<file path="src/rtl/hilo_pkg.sv">
// rtl/hilo_pkg.sv - shared state encoding, funct codes and widths for the HI/LO sequencer
package hilo_pkg;

    localparam int HILO_XLEN = 32;
    localparam int CNT_W     = 6;

    typedef enum logic [1:0] {
        ST_IDLE = 2'd0,
        ST_MUL  = 2'd1,
        ST_DIV  = 2'd2,
        ST_FIX  = 2'd3
    } hilo_state_e;

    localparam logic [5:0] F_MFHI  = 6'd16;
    localparam logic [5:0] F_MTHI  = 6'd17;
    localparam logic [5:0] F_MFLO  = 6'd18;
    localparam logic [5:0] F_MTLO  = 6'd19;
    localparam logic [5:0] F_MULT  = 6'd24;
    localparam logic [5:0] F_MULTU = 6'd25;
    localparam logic [5:0] F_DIV   = 6'd26;
    localparam logic [5:0] F_DIVU  = 6'd27;

    function automatic logic is_hilo_funct(input logic [5:0] f);
        logic r;
        case (f)
            F_MFHI, F_MTHI, F_MFLO, F_MTLO,
            F_MULT, F_MULTU, F_DIV, F_DIVU: r = 1'b1;
            default:                        r = 1'b0;
        endcase
        return r;
    endfunction

endpackage

</file>
<file path="src/rtl/hilo_iter_unit.sv">
// rtl/hilo_iter_unit.sv - one shift-add multiply or restoring divide step per enable
// Subtract path present only when HILO_DIV_EN is defined.
module hilo_iter_unit #(
    parameter int XLEN = 32
) (
    input  logic                clk,
    input  logic                rst_n,
    input  logic                load_i,
    input  logic                step_i,
    input  logic                div_i,
    input  logic [XLEN-1:0]     a_i,
    input  logic [XLEN-1:0]     b_i,
    output logic [2*XLEN-1:0]   acc_o
);

    logic [2*XLEN-1:0] acc_q, acc_d;
    logic [XLEN-1:0]   b_q, b_d;
    logic [XLEN:0]     sum;

`ifdef HILO_DIV_EN
    logic [XLEN:0] add_a, add_b;
    logic          quo_bit;

    // Shared 33-bit adder: subtract via invert-plus-carry when dividing.
    // A set top bit means the shifted remainder already exceeds any divisor.
    always_comb begin
        add_a   = div_i ? acc_q[2*XLEN-1:XLEN-1] : {1'b0, acc_q[2*XLEN-1:XLEN]};
        add_b   = div_i ? ~{1'b0, b_q} : {1'b0, b_q};
        sum     = add_a + add_b + {{XLEN{1'b0}}, div_i};
        quo_bit = acc_q[2*XLEN-1] | ~sum[XLEN];
        b_d     = b_q;
        acc_d   = acc_q;
        if (load_i) begin
            acc_d = {{XLEN{1'b0}}, a_i};
            b_d   = b_i;
        end else if (step_i && div_i) begin
            acc_d = quo_bit ? {sum[XLEN-1:0], acc_q[XLEN-2:0], 1'b1}
                            : {acc_q[2*XLEN-2:0], 1'b0};
        end else if (step_i) begin
            acc_d = acc_q[0] ? {sum, acc_q[XLEN-1:1]} : {1'b0, acc_q[2*XLEN-1:1]};
        end
    end
`else
    always_comb begin
        sum   = {1'b0, acc_q[2*XLEN-1:XLEN]} + {1'b0, b_q};
        b_d   = b_q;
        acc_d = acc_q;
        if (load_i) begin
            acc_d = {{XLEN{1'b0}}, a_i};
            b_d   = b_i;
        end else if (step_i && !div_i) begin
            acc_d = acc_q[0] ? {sum, acc_q[XLEN-1:1]} : {1'b0, acc_q[2*XLEN-1:1]};
        end
    end
`endif

    always_ff @(posedge clk) begin
        if (!rst_n) begin
            acc_q <= '0;
            b_q   <= '0;
        end else begin
            acc_q <= acc_d;
            b_q   <= b_d;
        end
    end

    assign acc_o = acc_q;

endmodule

</file>
<file path="src/rtl/hilo_sequencer.sv">
// rtl/hilo_sequencer.sv - HI/LO multiply/divide sequencer with pipeline stall
// Divide support is built only when HILO_DIV_EN is defined.
module hilo_sequencer
    import hilo_pkg::*;
#(
    parameter int XLEN = 32,
    parameter int ITER = 32
) (
    input  logic            clk,
    input  logic            rst_n,
    input  logic            issue_valid,
    input  logic [5:0]      opcode,
    input  logic [5:0]      funct,
    input  logic [XLEN-1:0] rs_data,
    input  logic [XLEN-1:0] rt_data,
    input  logic            flush,
    output logic            stall,
    output logic            busy,
    output logic [XLEN-1:0] mf_data,
    output logic [XLEN-1:0] hi,
    output logic [XLEN-1:0] lo,
    output logic            illegal
);

    hilo_state_e       state_q, state_d;
    logic [CNT_W-1:0]  cnt_q, cnt_d;
    logic              neg_q, neg_d;
    logic [XLEN-1:0]   hi_q, hi_d, lo_q, lo_d;
    logic              illegal_q, illegal_d;
`ifdef HILO_DIV_EN
    logic              div_q, div_d;
    logic              negr_q, negr_d;
    logic              dz_q, dz_d;
`endif

    logic              dec_valid, signed_op, rs_neg, rt_neg;
    logic [XLEN-1:0]   a_mag, b_mag;
    logic              load, step;
    logic [2*XLEN-1:0] acc, prod;

    assign dec_valid = issue_valid && (opcode == 6'd0);
    assign signed_op = (funct == F_MULT) || (funct == F_DIV);
    assign rs_neg    = signed_op & rs_data[XLEN-1];
    assign rt_neg    = signed_op & rt_data[XLEN-1];
    assign a_mag     = rs_neg ? -rs_data : rs_data;
    assign b_mag     = rt_neg ? -rt_data : rt_data;

    hilo_iter_unit #(.XLEN(XLEN)) u_iter (
        .clk    (clk),
        .rst_n  (rst_n),
        .load_i (load),
        .step_i (step),
        .div_i  (state_q == ST_DIV),
        .a_i    (a_mag),
        .b_i    (b_mag),
        .acc_o  (acc)
    );

    always_comb begin
        state_d   = state_q;
        cnt_d     = cnt_q;
        neg_d     = neg_q;
        hi_d      = hi_q;
        lo_d      = lo_q;
        illegal_d = 1'b0;
        load      = 1'b0;
        step      = 1'b0;
        prod      = neg_q ? -acc : acc;
`ifdef HILO_DIV_EN
        div_d     = div_q;
        negr_d    = negr_q;
        dz_d      = dz_q;
`endif
        case (state_q)
            ST_IDLE: begin
                if (dec_valid && !flush) begin
                    case (funct)
                        F_MTHI: hi_d = rs_data;
                        F_MTLO: lo_d = rs_data;
                        F_MULT, F_MULTU: begin
                            load    = 1'b1;
                            cnt_d   = '0;
                            neg_d   = rs_neg ^ rt_neg;
                            state_d = ST_MUL;
`ifdef HILO_DIV_EN
                            div_d   = 1'b0;
`endif
                        end
                        F_DIV, F_DIVU: begin
`ifdef HILO_DIV_EN
                            load    = 1'b1;
                            cnt_d   = '0;
                            neg_d   = rs_neg ^ rt_neg;
                            negr_d  = rs_neg;
                            dz_d    = (rt_data == '0);
                            div_d   = 1'b1;
                            state_d = ST_DIV;
`else
                            illegal_d = 1'b1;
`endif
                        end
                        default: ;
                    endcase
                end
            end
            ST_MUL: begin
                step  = 1'b1;
                cnt_d = cnt_q + CNT_W'(1);
                if (cnt_q == CNT_W'(ITER - 1)) state_d = ST_FIX;
            end
`ifdef HILO_DIV_EN
            ST_DIV: begin
                step  = 1'b1;
                cnt_d = cnt_q + CNT_W'(1);
                if (cnt_q == CNT_W'(ITER - 1)) state_d = ST_FIX;
            end
`endif
            ST_FIX: begin
                state_d = ST_IDLE;
`ifdef HILO_DIV_EN
                // Divide by zero leaves the remainder equal to |rs|, so the sign fix restores rs.
                if (div_q) begin
                    hi_d = negr_q ? -acc[2*XLEN-1:XLEN] : acc[2*XLEN-1:XLEN];
                    lo_d = dz_q ? '1 : (neg_q ? -acc[XLEN-1:0] : acc[XLEN-1:0]);
                end else begin
                    {hi_d, lo_d} = prod;
                end
`else
                {hi_d, lo_d} = prod;
`endif
            end
            default: state_d = ST_IDLE;
        endcase

        if (flush && state_q != ST_IDLE) begin
            state_d = ST_IDLE;
            step    = 1'b0;
            hi_d    = hi_q;
            lo_d    = lo_q;
        end
    end

    always_ff @(posedge clk) begin
        if (!rst_n) begin
            state_q   <= ST_IDLE;
            cnt_q     <= '0;
            neg_q     <= 1'b0;
            hi_q      <= '0;
            lo_q      <= '0;
            illegal_q <= 1'b0;
`ifdef HILO_DIV_EN
            div_q     <= 1'b0;
            negr_q    <= 1'b0;
            dz_q      <= 1'b0;
`endif
        end else begin
            state_q   <= state_d;
            cnt_q     <= cnt_d;
            neg_q     <= neg_d;
            hi_q      <= hi_d;
            lo_q      <= lo_d;
            illegal_q <= illegal_d;
`ifdef HILO_DIV_EN
            div_q     <= div_d;
            negr_q    <= negr_d;
            dz_q      <= dz_d;
`endif
        end
    end

    always_comb begin
        mf_data = '0;
        if (dec_valid && state_q == ST_IDLE) begin
            if (funct == F_MFHI)      mf_data = hi_q;
            else if (funct == F_MFLO) mf_data = lo_q;
        end
    end

    assign stall   = dec_valid && is_hilo_funct(funct) && (state_q != ST_IDLE);
    assign busy    = (state_q != ST_IDLE);
    assign hi      = hi_q;
    assign lo      = lo_q;
    assign illegal = illegal_q;

endmodule

</file>
<file path="config.mk">
export PLATFORM = sky130hd
export DESIGN_NAME = hilo_sequencer
export DESIGN_NICKNAME = d
export VERILOG_FILES = /design/src/rtl/hilo_pkg.sv /design/src/rtl/hilo_iter_unit.sv /design/src/rtl/hilo_sequencer.sv
export SDC_FILE = /design/constraint.sdc
export NUM_CORES = 1
export LEC_CHECK = 0
export BUFFER_PORTS_ARGS = -buffer_cell sky130_fd_sc_hd__clkbuf_2
export CAP_MARGIN = 20
export CORE_AREA = 4 4 156 158
export DETAILED_ROUTE_END_ITERATION = 12
export DIE_AREA = 0 0 160 162
export PLACE_DENSITY = 0.8
export SYNTH_ARGS = -nofsm -noshare
export SYNTH_HDL_FRONTEND = slang
export SYNTH_SLANG_ARGS = --single-unit
</file>
<file path="constraint.sdc">
create_clock -name clk -period 5.4 [get_ports clk]
set_clock_uncertainty 0.2 [all_clocks]
set_input_delay 1.08 -clock clk [delete_from_list [all_inputs] [get_ports clk]]
set_output_delay 1.08 -clock clk [all_outputs]
set_load 0.03 [all_outputs]
</file>
Word level (Yosys, flattened, before mapping)
Memory sizes are Yosys's and may differ from the RTL's.
Cells that the tools add are included.
- register bits after elaboration: 170
- ROM bits: 32
- input bits: 80
- output and inout bits: 99
- word-level logic and storage cells: 92
- memories: 1
- add/subtract/negate cells: 5
- equal/unequal tests: 17
- muxes and demuxes: 29
- bitwise gates (word level): 5
- reduce and logical (&&, ||, !) cells: 26
- memory list (memory ; depth ; bits a word ; read ports ; clocked after Yosys merged registers in ; write ports ; RTL line ; text):
    (no name shown) ; 32 ; 1 ; 1 ; 0 ; 0 ; hilo_pkg.sv:25 ; case (f)
- operator list (kind ; count):
    two-way mux 32 bit ; 11
    two-way mux 64 bit ; 2
    one-hot mux 32 bit (2 select lines) ; 2
    negation 32 bit ; 2
    negation 64 bit ; 1
    == test 6 x 5 -> 1 bit, second input constant ; 9
    adder 32 x 32 -> 33 bit ; 1
    two-way mux 6 bit ; 2
    one-hot mux 6 bit (2 select lines) ; 1
    AND reduction 3 bit ; 4
    AND reduction 4 bit ; 2
    nonzero test 2 bit ; 4
    OR reduction 2 bit ; 4
    logical AND 1 bit ; 7
    two-way mux 1 bit ; 7
    adder 6 x 1 -> 6 bit, second input constant ; 1
    logical NOT 6 bit ; 1
    two-way mux 2 bit ; 3
    != test 2 x 1 -> 1 bit, second input constant ; 3
    == test 2 bit, second input constant ; 2
    != test 2 bit, second input constant ; 2
    one-hot mux 2 bit (2 select lines) ; 1
    AND 1 bit ; 2
    == test 2 x 1 -> 1 bit, second input constant ; 1
    5 further kinds ; 7

Depth between registers and ports, before layout
Gate-level depths: netlist of the first run.
- depth in word-level cells: 6
- gate-level depth with buffers: 12
- gate-level depth less buffers: 10

Hierarchy
From an unflattened synthesis of the first run, not the netlist that was laid out.
- cell total of the unflattened synthesis: 1684
- area total of the unflattened synthesis: 12796.0 um^2
- by module, submodules not included (module ; instances ; cells an instance ; area each (um^2) ; seq. area each (um^2)):
    hilo_sequencer ; 1 ; 973 ; 6994.2 ; 1481.4
    hilo_iter_unit ; 1 ; 711 ; 5801.8 ; 1921.8

Worst setup path after synthesis of the first run
Ideal clock, no wire load.
- kind: input port to output port
- start point: input port opcode[1]
- end point: output port mf_data[10]
- arrival time: 2787 ps
- data required time: 4120 ps
- setup slack: 1333 ps
- stages: 6
- buffers on the path: 2
- path through: nor4b_1 -> nand4b_1 -> or3_1 -> clkbuf_1 -> clkbuf_1 -> nor2_1
- word-level cells in the longest chain between the ends: 4
- RTL lines (element ; RTL line ; text):
    start: declaration ; hilo_sequencer.sv:12 ; input logic [5:0] opcode,
    logical NOT 6 bit ; hilo_sequencer.sv:41 ; assign dec_valid = issue_valid && (opcode == 6'd0);
    logical AND 1 bit ; hilo_sequencer.sv:41 ;
    logical AND 1 bit ; hilo_sequencer.sv:173 ; if (dec_valid && state_q == ST_IDLE) begin
    two-way mux 32 bit ; hilo_sequencer.sv:173 ;
    end: declaration ; hilo_sequencer.sv:19 ; output logic [XLEN-1:0] mf_data,
No other way between the ends.

Worst setup path in the final report of the first run
- start point: input port opcode[1]
- end point: output port mf_data[2]
Same word-level chain as after synthesis.

==> results of run 1 <==
metal layers:
metal | GRT usage [%] | wire (um)
met1 | 40.2 | 17400
met2 | 46.8 | 17700
met3 | 5.00 | 3460
met4 | 9.93 | 1010
met5 | 0 | 0
kinds of logic after synthesis:
| kind of cell | Yosys count |
|---|---|
| AO/OA/AOI/OAI | 495 |
| adder cells (fa/ha/maj) | 37 |
| multiplexers | 54 |
| AND/OR/NAND/NOR | 610 |
| buffers and inverters | 141 |
| flip-flops | 170 |
| XOR/XNOR | 135 |
power by group through the flow:
stage / logic, mW / clock network [mW] / registers (mW)
5_1_grt: 0.172 / 1.29 / 1.25
3_3_place_gp: 0.149 / 0 / 1.28
2_1_floorplan: 0.0768 / 0 / 1.28
3_5_place_dp: 0.152 / 0 / 1.28
6_report: 0.161 / 1.24 / 1.25
4_1_cts: 0.152 / 1.24 / 1.25
final timing paths:
path / endpoint / startpoint
hold / removal: lo[17]$_SDFFE_PN0P_ / lo[17]$_SDFFE_PN0P_
setup reg to reg: hi[18]$_SDFFE_PN0P_ / u_iter.acc_o[1]$_SDFFE_PN0P_
setup / recovery: mf_data[2] / opcode[1]
hold reg to reg: lo[17]$_SDFFE_PN0P_ / lo[17]$_SDFFE_PN0P_
flip-flops by register name (all words and copies together), names as in the netlist:
| name | cells |
|---|---|
| cnt_q | 6 |
| hi | 32 |
| illegal | 1 |
| lo | 32 |
| neg_q | 1 |
| state_q | 2 |
| u_iter.acc_o | 64 |
| u_iter.b_q | 32 |
worst max-delay path, delay by kind of cell:
| family | cells | cell delay (ps) |
|---|---|---|
| and+or+nand+nor | 4 | 1420 |
| buffers and inverters | 3 | 500 |
metrics by stage:
step                      utilization, %  worst slack [ps]  hold slack (ps)
after floorplan                        -              1330              232
after global placement              57.6               987              258
after detailed placement            57.6               845              270
after CTS                           60.2               843              280
after global routing                60.5               903              301
final                               60.5              1110              278
area by class of cell:
| class | count | area, um2 | share of cell area, % |
|---|---|---|---|
| multi-input cells | 1331 | 8450 | 60.4 |
| flip-flops and latches | 170 | 3400 | 24.3 |
| repair buffers | 199 | 1110 | 7.94 |
| clock buffers | 18 | 439 | 3.14 |
| well taps | 290 | 363 | 2.59 |
| clock inverters | 14 | 145 | 1.04 |
| inverters | 22 | 82.6 | 0.590 |
cells in the final DEF (no fill, tap or decap), types with 7 or more instances in the layout:
cell	synthesis	layout
sky130_fd_sc_hd__nand4_1	19	19
sky130_fd_sc_hd__nor2_1	164	162
sky130_fd_sc_hd__and2_1	11	10
sky130_fd_sc_hd__a21oi_1	143	143
sky130_fd_sc_hd__a21boi_0	10	10
sky130_fd_sc_hd__o21ai_0	105	105
sky130_fd_sc_hd__a311oi_1	7	7
sky130_fd_sc_hd__inv_8	0	7
sky130_fd_sc_hd__nand2_1	188	188
sky130_fd_sc_hd__mux2i_1	53	53
sky130_fd_sc_hd__o211ai_1	30	30
sky130_fd_sc_hd__nor3_1	32	32
sky130_fd_sc_hd__ha_1	36	36
sky130_fd_sc_hd__o22ai_1	8	8
sky130_fd_sc_hd__nor2b_1	29	29
sky130_fd_sc_hd__clkbuf_2	1	177
sky130_fd_sc_hd__nand3_1	56	56
sky130_fd_sc_hd__inv_1	22	22
sky130_fd_sc_hd__or3_1	17	17
sky130_fd_sc_hd__xor2_1	70	70
sky130_fd_sc_hd__a21o_1	15	15
sky130_fd_sc_hd__nor4_1	18	18
sky130_fd_sc_hd__buf_4	2	19
sky130_fd_sc_hd__and3_1	14	14
sky130_fd_sc_hd__xnor2_1	65	65
sky130_fd_sc_hd__o41ai_1	19	19
sky130_fd_sc_hd__a211oi_1	35	35
sky130_fd_sc_hd__o31ai_1	26	26
sky130_fd_sc_hd__a31oi_1	20	20
sky130_fd_sc_hd__clkbuf_16	0	17
sky130_fd_sc_hd__or4_1	17	17
sky130_fd_sc_hd__dfxtp_1	170	169
sky130_fd_sc_hd__o211a_1	32	32
==> qor.log, run 1 <==
[drt] initial DRC count 1318
[cells_and_area] post-layout instance area 14000 um2
[critical_path] critical path start-end classification input port to output port
[die] core region area 23100 um2
[die] die area 25900 um2
[grt] global-route wire length before repair 62500 um
[power] Clock Power Share 46.8%
[power] switching part of the total 26.8%
[flow_run] maxcap violations 0
[logic_synthesis] number of warnings reported in the yosys synthesis log 0
[grt] initial antenna violation count 0
[cts] quantity of hold-fixing buffers added after cts 0
[drt] post-route DRC violation count 0
[cells_and_area] Diodes inserted 0
[critical_path] arrival time worst endpoint 3010 ps
[critical_path] most numerous cell on the critical path sky130_fd_sc_hd__clkbuf_2
[critical_path] endpoint type of the worst setup path output port
[cts] number of buffers created by CTS 17
[drt] Antenna Nets Post-Route 0
[logic_synthesis] Net Count, Synth 1759
[critical_path] CP required 4120 ps
[die] Boundary Pins 179
[timing] Final Cycle Share 79.5%
[min_path] min-delay worst type flip-flop to flip-flop
[die] Initial Util 53.5%
[power] IR drop worst, VDD 0.198 mV
[timing] summed negative setup slack over all endpoints 0 ps
[grt] pin count of the biggest net entering global routing 118
[cts] number of clock sinks 170
[cells_and_area] Non-Filler Instances 2044
[logic_synthesis] Primary FF master, synth sky130_fd_sc_hd__dfxtp_1
[power] static leakage 6.01 nW
[logic_synthesis] commonest cells in the synthesized netlist 188 x sky130_fd_sc_hd__nand2_1, 170 x sky130_fd_sc_hd__dfxtp_1, 164 x sky130_fd_sc_hd__nor2_1, 143 x sky130_fd_sc_hd__a21oi_1, 105 x sky130_fd_sc_hd__o21ai_0
[critical_path] crit start category input port
[drt] number of detailed-route iterations in the first pass 5
[grt] via count of the first global-routing pass 11662
[logic_synthesis] number of synthesized register bits 170
[drt] routed wirelength normalized by instance count 19.4 um
[power] final total power 2.66 mW
[timing] shortest clock period the worst path allows after layout 4290 ps
[logic_synthesis] most instantiated library cell after synthesis sky130_fd_sc_hd__nand2_1
[timing] total of endpoints with negative setup slack in the final report 0
[drt] Via-to-Cell Ratio 6.32
[placement] placed cell areas 13300 um2
[power] net switching component of the power 713 uW
[logic_synthesis] library cell occupying the most area in the post-synthesis netlist sky130_fd_sc_hd__dfxtp_1
[logic_synthesis] fraction of synthesized cell area taken by the top area cell type 27.5%
[logic_synthesis] async set-reset flop share out of synthesis 0%
[logic_synthesis] synth unique cells 82
[status] status finished, final reports clean
[logic_synthesis] largest family of logic cells by synthesized area compound AO/OA/AOI/OAI gates
[die] vertical die dimension 162 um
[drt] vias post-DR 12920
[logic_synthesis] average cell area after synthesis 7.54 um2
[die] floorplan row count 56
[critical_path] setup slack of the worst register-to-register path 1580 ps
[logic_synthesis] share of synthesized area spent on multiplexers 4.38%
[timing] setup repair after global routing missed its margin no
[placement] final weighted congestion in routability-driven placement 0.983
[critical_path] maximum cell stage delay along the critical path 500 ps
[placement] total of buffers placed on input and output ports 178
[logic_synthesis] area fraction in compound gates after synthesis 26.3%
[min_path] hold path cells 2
[logic_synthesis] Post-Synth Simple-Gate Area 24.1%
[cells_and_area] relative area change from synthesis to final layout 13.1%
[cts] buffer cell driving the clock tree root sky130_fd_sc_hd__clkbuf_16
[timing] Worst slew margin 24.5%
[die] die extent in x 160 um
[power] Cell Pwr Density 190 nW/um2
[placement] placed wire-length estimate 29300 um
[critical_path] worst r2r path cells 9
[timing] achievable clock frequency 233 MHz
[cells_and_area] ratio of cells with drive above 1 in the final layout 15.2%
[grt] GRT Util Overall 29.2%
[cts] maximum root-to-sink buffer count 2
[timing] final-report max-slew violation count 0
[logic_synthesis] share of the synthesized netlist area taken by xor and xnor gates 9.55%
[power] Reg power frac 47.1%
[logic_synthesis] netlist area before placement 12400 um2
[cts] Reg clk slew, reported paths 70 ps
[power] Internal 1.94 mW
[logic_synthesis] Gate Count Post-Synth 1642
[power] combinational group share of total power 6.1%
[logic_synthesis] cell types occupying the most area after synthesis sky130_fd_sc_hd__dfxtp_1 27%, sky130_fd_sc_hd__a21oi_1 5.8%, sky130_fd_sc_hd__nand2_1 5.7%
[grt] Congestion Overflow GR 0
[timing] Final Hold Vio Count 0
[cts] Post-CTS Setup Inserts 0
[placement] number of cells in the design after placement 2009
[timing] slew at the pin with the worst max-slew slack 1130 ps
[cts] source-to-sink clock delay at the later pin of the worst-skew pair 440 ps
[cts] total number of H-tree levels 4
[drt] total wire length after detailed routing 39600 um
[critical_path] ordered cell list for the critical path clkbuf_2, nor4b_1, nand4b_1, or3_1, buf_16, nor2_1, clkbuf_2
[critical_path] worst-path fanout max 31
[cts] Gates resized, CTS repair 0
[cts] clock tree from TritonCTS yes
[logic_synthesis] number of enable flip-flop cells after synthesis 0
[critical_path] CP max stage cell sky130_fd_sc_hd__or3_1
[cells_and_area] number of fillers in the final layout 2098
[logic_synthesis] post-synthesis share of cell area spent on full adders, half adders and majority gates 3.80%
[logic_synthesis] fraction of the yosys area taken by sequential cells 27.5%
[cells_and_area] Final Net Count 1858
No activity file was read; power rests on OpenSTA's default activity.
==> inputs of run 2 (changes only) <==
Settings changed: ABC_AREA set to 1, CORE_AREA 4 4 156 158 to 4 4 167 169, DIE_AREA 0 0 160 162 to 0 0 171 173, PLACE_DENSITY 0.8 to 0.81.
Clock period 5.4 ns to 3.95 ns, I/O delays scaled along.
==> qor.log, run 2 <==
[power] net switching component of the power 1.05 mW
[cells_and_area] ratio of cells with drive above 1 in the final layout 10.0%
[timing] summed negative setup slack over all endpoints 0 ps
[cts] clock tree from TritonCTS yes
[timing] total of endpoints with negative setup slack in the final report 0
[cells_and_area] relative area change from synthesis to final layout 12.1%
[grt] Congestion Overflow GR 0
[cts] Reg clk slew, reported paths 80 ps
[critical_path] Worst setup startpoint opcode[5]
[die] die extent in x 171 um
[logic_synthesis] number of enable flip-flop cells after synthesis 0
[placement] placed cell areas 15100 um2
[critical_path] source of the worst register-to-register timing path u_iter.acc_o[1]$_SDFFE_PN0P_
[logic_synthesis] commonest cells in the synthesized netlist 741 x sky130_fd_sc_hd__nand2_1, 339 x sky130_fd_sc_hd__nor2_1, 294 x sky130_fd_sc_hd__inv_1, 259 x sky130_fd_sc_hd__a21oi_1, 213 x sky130_fd_sc_hd__nand3_1
[power] combinational group share of total power 6.5%
[cells_and_area] most common cell after layout, fill and taps aside sky130_fd_sc_hd__nand2_1
[cts] maximum root-to-sink buffer count 2
[placement] total of buffers placed on input and output ports 178
[drt] post-route DRC violation count 0
[cells_and_area] number of fillers in the final layout 2780
[cts] Gates resized, CTS repair 0
[logic_synthesis] Primary FF master, synth sky130_fd_sc_hd__dfxtp_1
[cells_and_area] post-layout instance area 15700 um2
[cells_and_area] commonest non-fill, non-tap cells in the layout 740 x sky130_fd_sc_hd__nand2_1, 338 x sky130_fd_sc_hd__nor2_1, 294 x sky130_fd_sc_hd__inv_1
[power] Reg power frac 46.2%
[logic_synthesis] fraction of synthesized cell area taken by the top area cell type 24.2%
[cells_and_area] Final Net Count 2756
[timing] achievable clock frequency 311 MHz
[logic_synthesis] library cell occupying the most area in the post-synthesis netlist sky130_fd_sc_hd__dfxtp_1
[logic_synthesis] cell types occupying the most area after synthesis sky130_fd_sc_hd__dfxtp_1 24%, sky130_fd_sc_hd__nand2_1 20%, sky130_fd_sc_hd__a21oi_1 9.2%
[drt] vias post-DR 17603
[critical_path] endpoint type of the worst setup path output port
[logic_synthesis] average cell area after synthesis 5.58 um2
[power] switching part of the total 28.2%
[critical_path] worst-path fanout max 32
[die] core region area 26600 um2
[logic_synthesis] Gate Count Post-Synth 2516
[timing] Final Cycle Share 81.3%
[cells_and_area] end-of-flow core utilization 59.2%
[drt] routed wirelength normalized by instance count 19.7 um
[cts] buffer cell driving the clock tree root sky130_fd_sc_hd__clkbuf_16
[cts] quantity of hold-fixing buffers added after cts 0
[cells_and_area] flip-flop count of the largest register after layout 64
[power] IR drop worst, VDD 0.270 mV
[die] Boundary Pins 179
[critical_path] critical path start-end classification input port to output port
[grt] initial antenna violation count 0
[critical_path] CP required 2960 ps
[cts] total number of H-tree levels 4
[flow_run] maxcap violations 0
[critical_path] CP endpoint mf_data[24]
[cts] number of clock sinks 170
[placement] final weighted congestion in routability-driven placement 1.06
[status] status finished, final reports clean
[timing] Fin Hold WS 301 ps
[placement] post-placement worst setup slack 776 ps
[grt] GRT Util Overall 38.5%
[logic_synthesis] async set-reset flop share out of synthesis 0%
[timing] setup repair after global routing missed its margin no
[logic_synthesis] Net Count, Synth 2633
[die] die area 29600 um2
[critical_path] crit start category input port
[cts] source-to-sink clock delay at the later pin of the worst-skew pair 460 ps
[drt] total wire length after detailed routing 59000 um
[timing] final-report max-slew violation count 0
[drt] initial DRC count 2377
[power] Clock Power Share 47.3%
[logic_synthesis] most instantiated library cell after synthesis sky130_fd_sc_hd__nand2_1
[logic_synthesis] synth unique cells 45
[grt] pin count of the biggest net entering global routing 91
[drt] Via-to-Cell Ratio 5.88
[placement] placed wire-length estimate 46500 um
[timing] slew at the pin with the worst max-slew slack 943 ps
[grt] via count of the first global-routing pass 16136
[cts] number of buffers created by CTS 17
[min_path] origin of the worst min-delay path cnt_q[4]$_SDFFE_PN0P_
[min_path] min-delay worst type flip-flop to flip-flop
[logic_synthesis] fraction of the yosys area taken by sequential cells 24.2%
[critical_path] setup slack of the worst register-to-register path 1070 ps
[die] Initial Util 52.8%
[cts] Post-CTS Setup Inserts 0
[timing] shortest clock period the worst path allows after layout 3210 ps
[cells_and_area] Diodes inserted 0
[drt] Antenna Nets Post-Route 0
[die] floorplan row count 60
[critical_path] worst r2r path cells 10
[timing] Final Hold Vio Count 0
[timing] min setup slack post-route 738 ps
[die] vertical die dimension 173 um
[grt] global-route wire length before repair 90000 um
[power] Internal 2.66 mW
[drt] number of detailed-route iterations in the first pass 8
[critical_path] R2R Path End hi[18]$_SDFFE_PN0P_
[power] static leakage 7.90 nW
[logic_synthesis] number of warnings reported in the yosys synthesis log 0
[power] Cell Pwr Density 235 nW/um2
[critical_path] arrival time worst endpoint 2220 ps
[timing] Worst slew margin 37.1%
[logic_synthesis] netlist area before placement 14000 um2
[logic_synthesis] number of synthesized register bits 170
## run 2: cell count changes after synthesis, sizes merged, moves of 90 or more
cell / delta
nand2: +556
inv: +277
nor2: +181
nand3: +157
a21oi: +116
o21ai: +90
## run 2: final cells by class
| class | instances | area [um2] | area share [%] |
|---|---|---|---|
| timing repair buffer | 202 | 1080 | 6.89 |
| sequential | 170 | 3400 | 21.6 |
| tap | 341 | 427 | 2.71 |
| multi-input combinational | 1949 | 9080 | 57.7 |
| clock inverter | 14 | 171 | 1.09 |
| inverter | 299 | 1120 | 7.13 |
| clock buffer | 18 | 439 | 2.79 |
## run 2: how the worst min path moves through the flow
stage | to | slack (ps) | cells after the start
2_1_floorplan | cnt_q[4]$_SDFFE_PN0P_ | 240 | 2
3_3_place_gp | cnt_q[4]$_SDFFE_PN0P_ | 250 | 2
3_5_place_dp | cnt_q[4]$_SDFFE_PN0P_ | 280 | 2
4_1_cts | cnt_q[4]$_SDFFE_PN0P_ | 300 | 2
5_1_grt | lo[11]$_SDFFE_PN0P_ | 320 | 2
6_report | cnt_q[4]$_SDFFE_PN0P_ | 300 | 2
## run 2: logic make-up after synthesis
logic type      Yosys count  synth area share [%]
flops                   170                  24.2
xor+xnor                 44                  2.75
compound gates          487                  18.0
buf+inv                 397                  11.2
fa+ha+maj                37                  3.35
simple gates           1381                  40.5
## run 2: through the flow
step                      instances  total power, mW
after floorplan                2516             1.87
after global placement         2961             1.98
after detailed placement       2961             1.98
after CTS                      2993             3.69
after global routing           2993             3.79
final                          2993             3.70
## run 2: per-layer routing
layer	part of all wire [%]	GRT usage, %	wire length [um]	up-vias
met3	8.8	6.52	5190	235
met5	0	0	0	-
met1	37	46.8	22100	8010
li1	-	-	-	8366
met2	46	62.0	26900	992
met4	8.1	25.5	4790	0
## run 2: power by group through the flow
stage / sequential, mW / clock (mW) / combinational, mW
floorplan: 1.75 / 0 / 0.116
global placement: 1.75 / 0 / 0.230
detailed placement: 1.75 / 0 / 0.232
CTS: 1.71 / 1.75 / 0.233
global route: 1.71 / 1.82 / 0.260
finish: 1.71 / 1.75 / 0.241
## run 2: worst max-delay path, cell delays in order
cell                       delay [ps]
sky130_fd_sc_hd__clkbuf_2          70
sky130_fd_sc_hd__or2_1            250
sky130_fd_sc_hd__nor3b_4          320
sky130_fd_sc_hd__nand2_1           80
sky130_fd_sc_hd__buf_4            240
sky130_fd_sc_hd__a21oi_1          150
sky130_fd_sc_hd__clkbuf_2         300
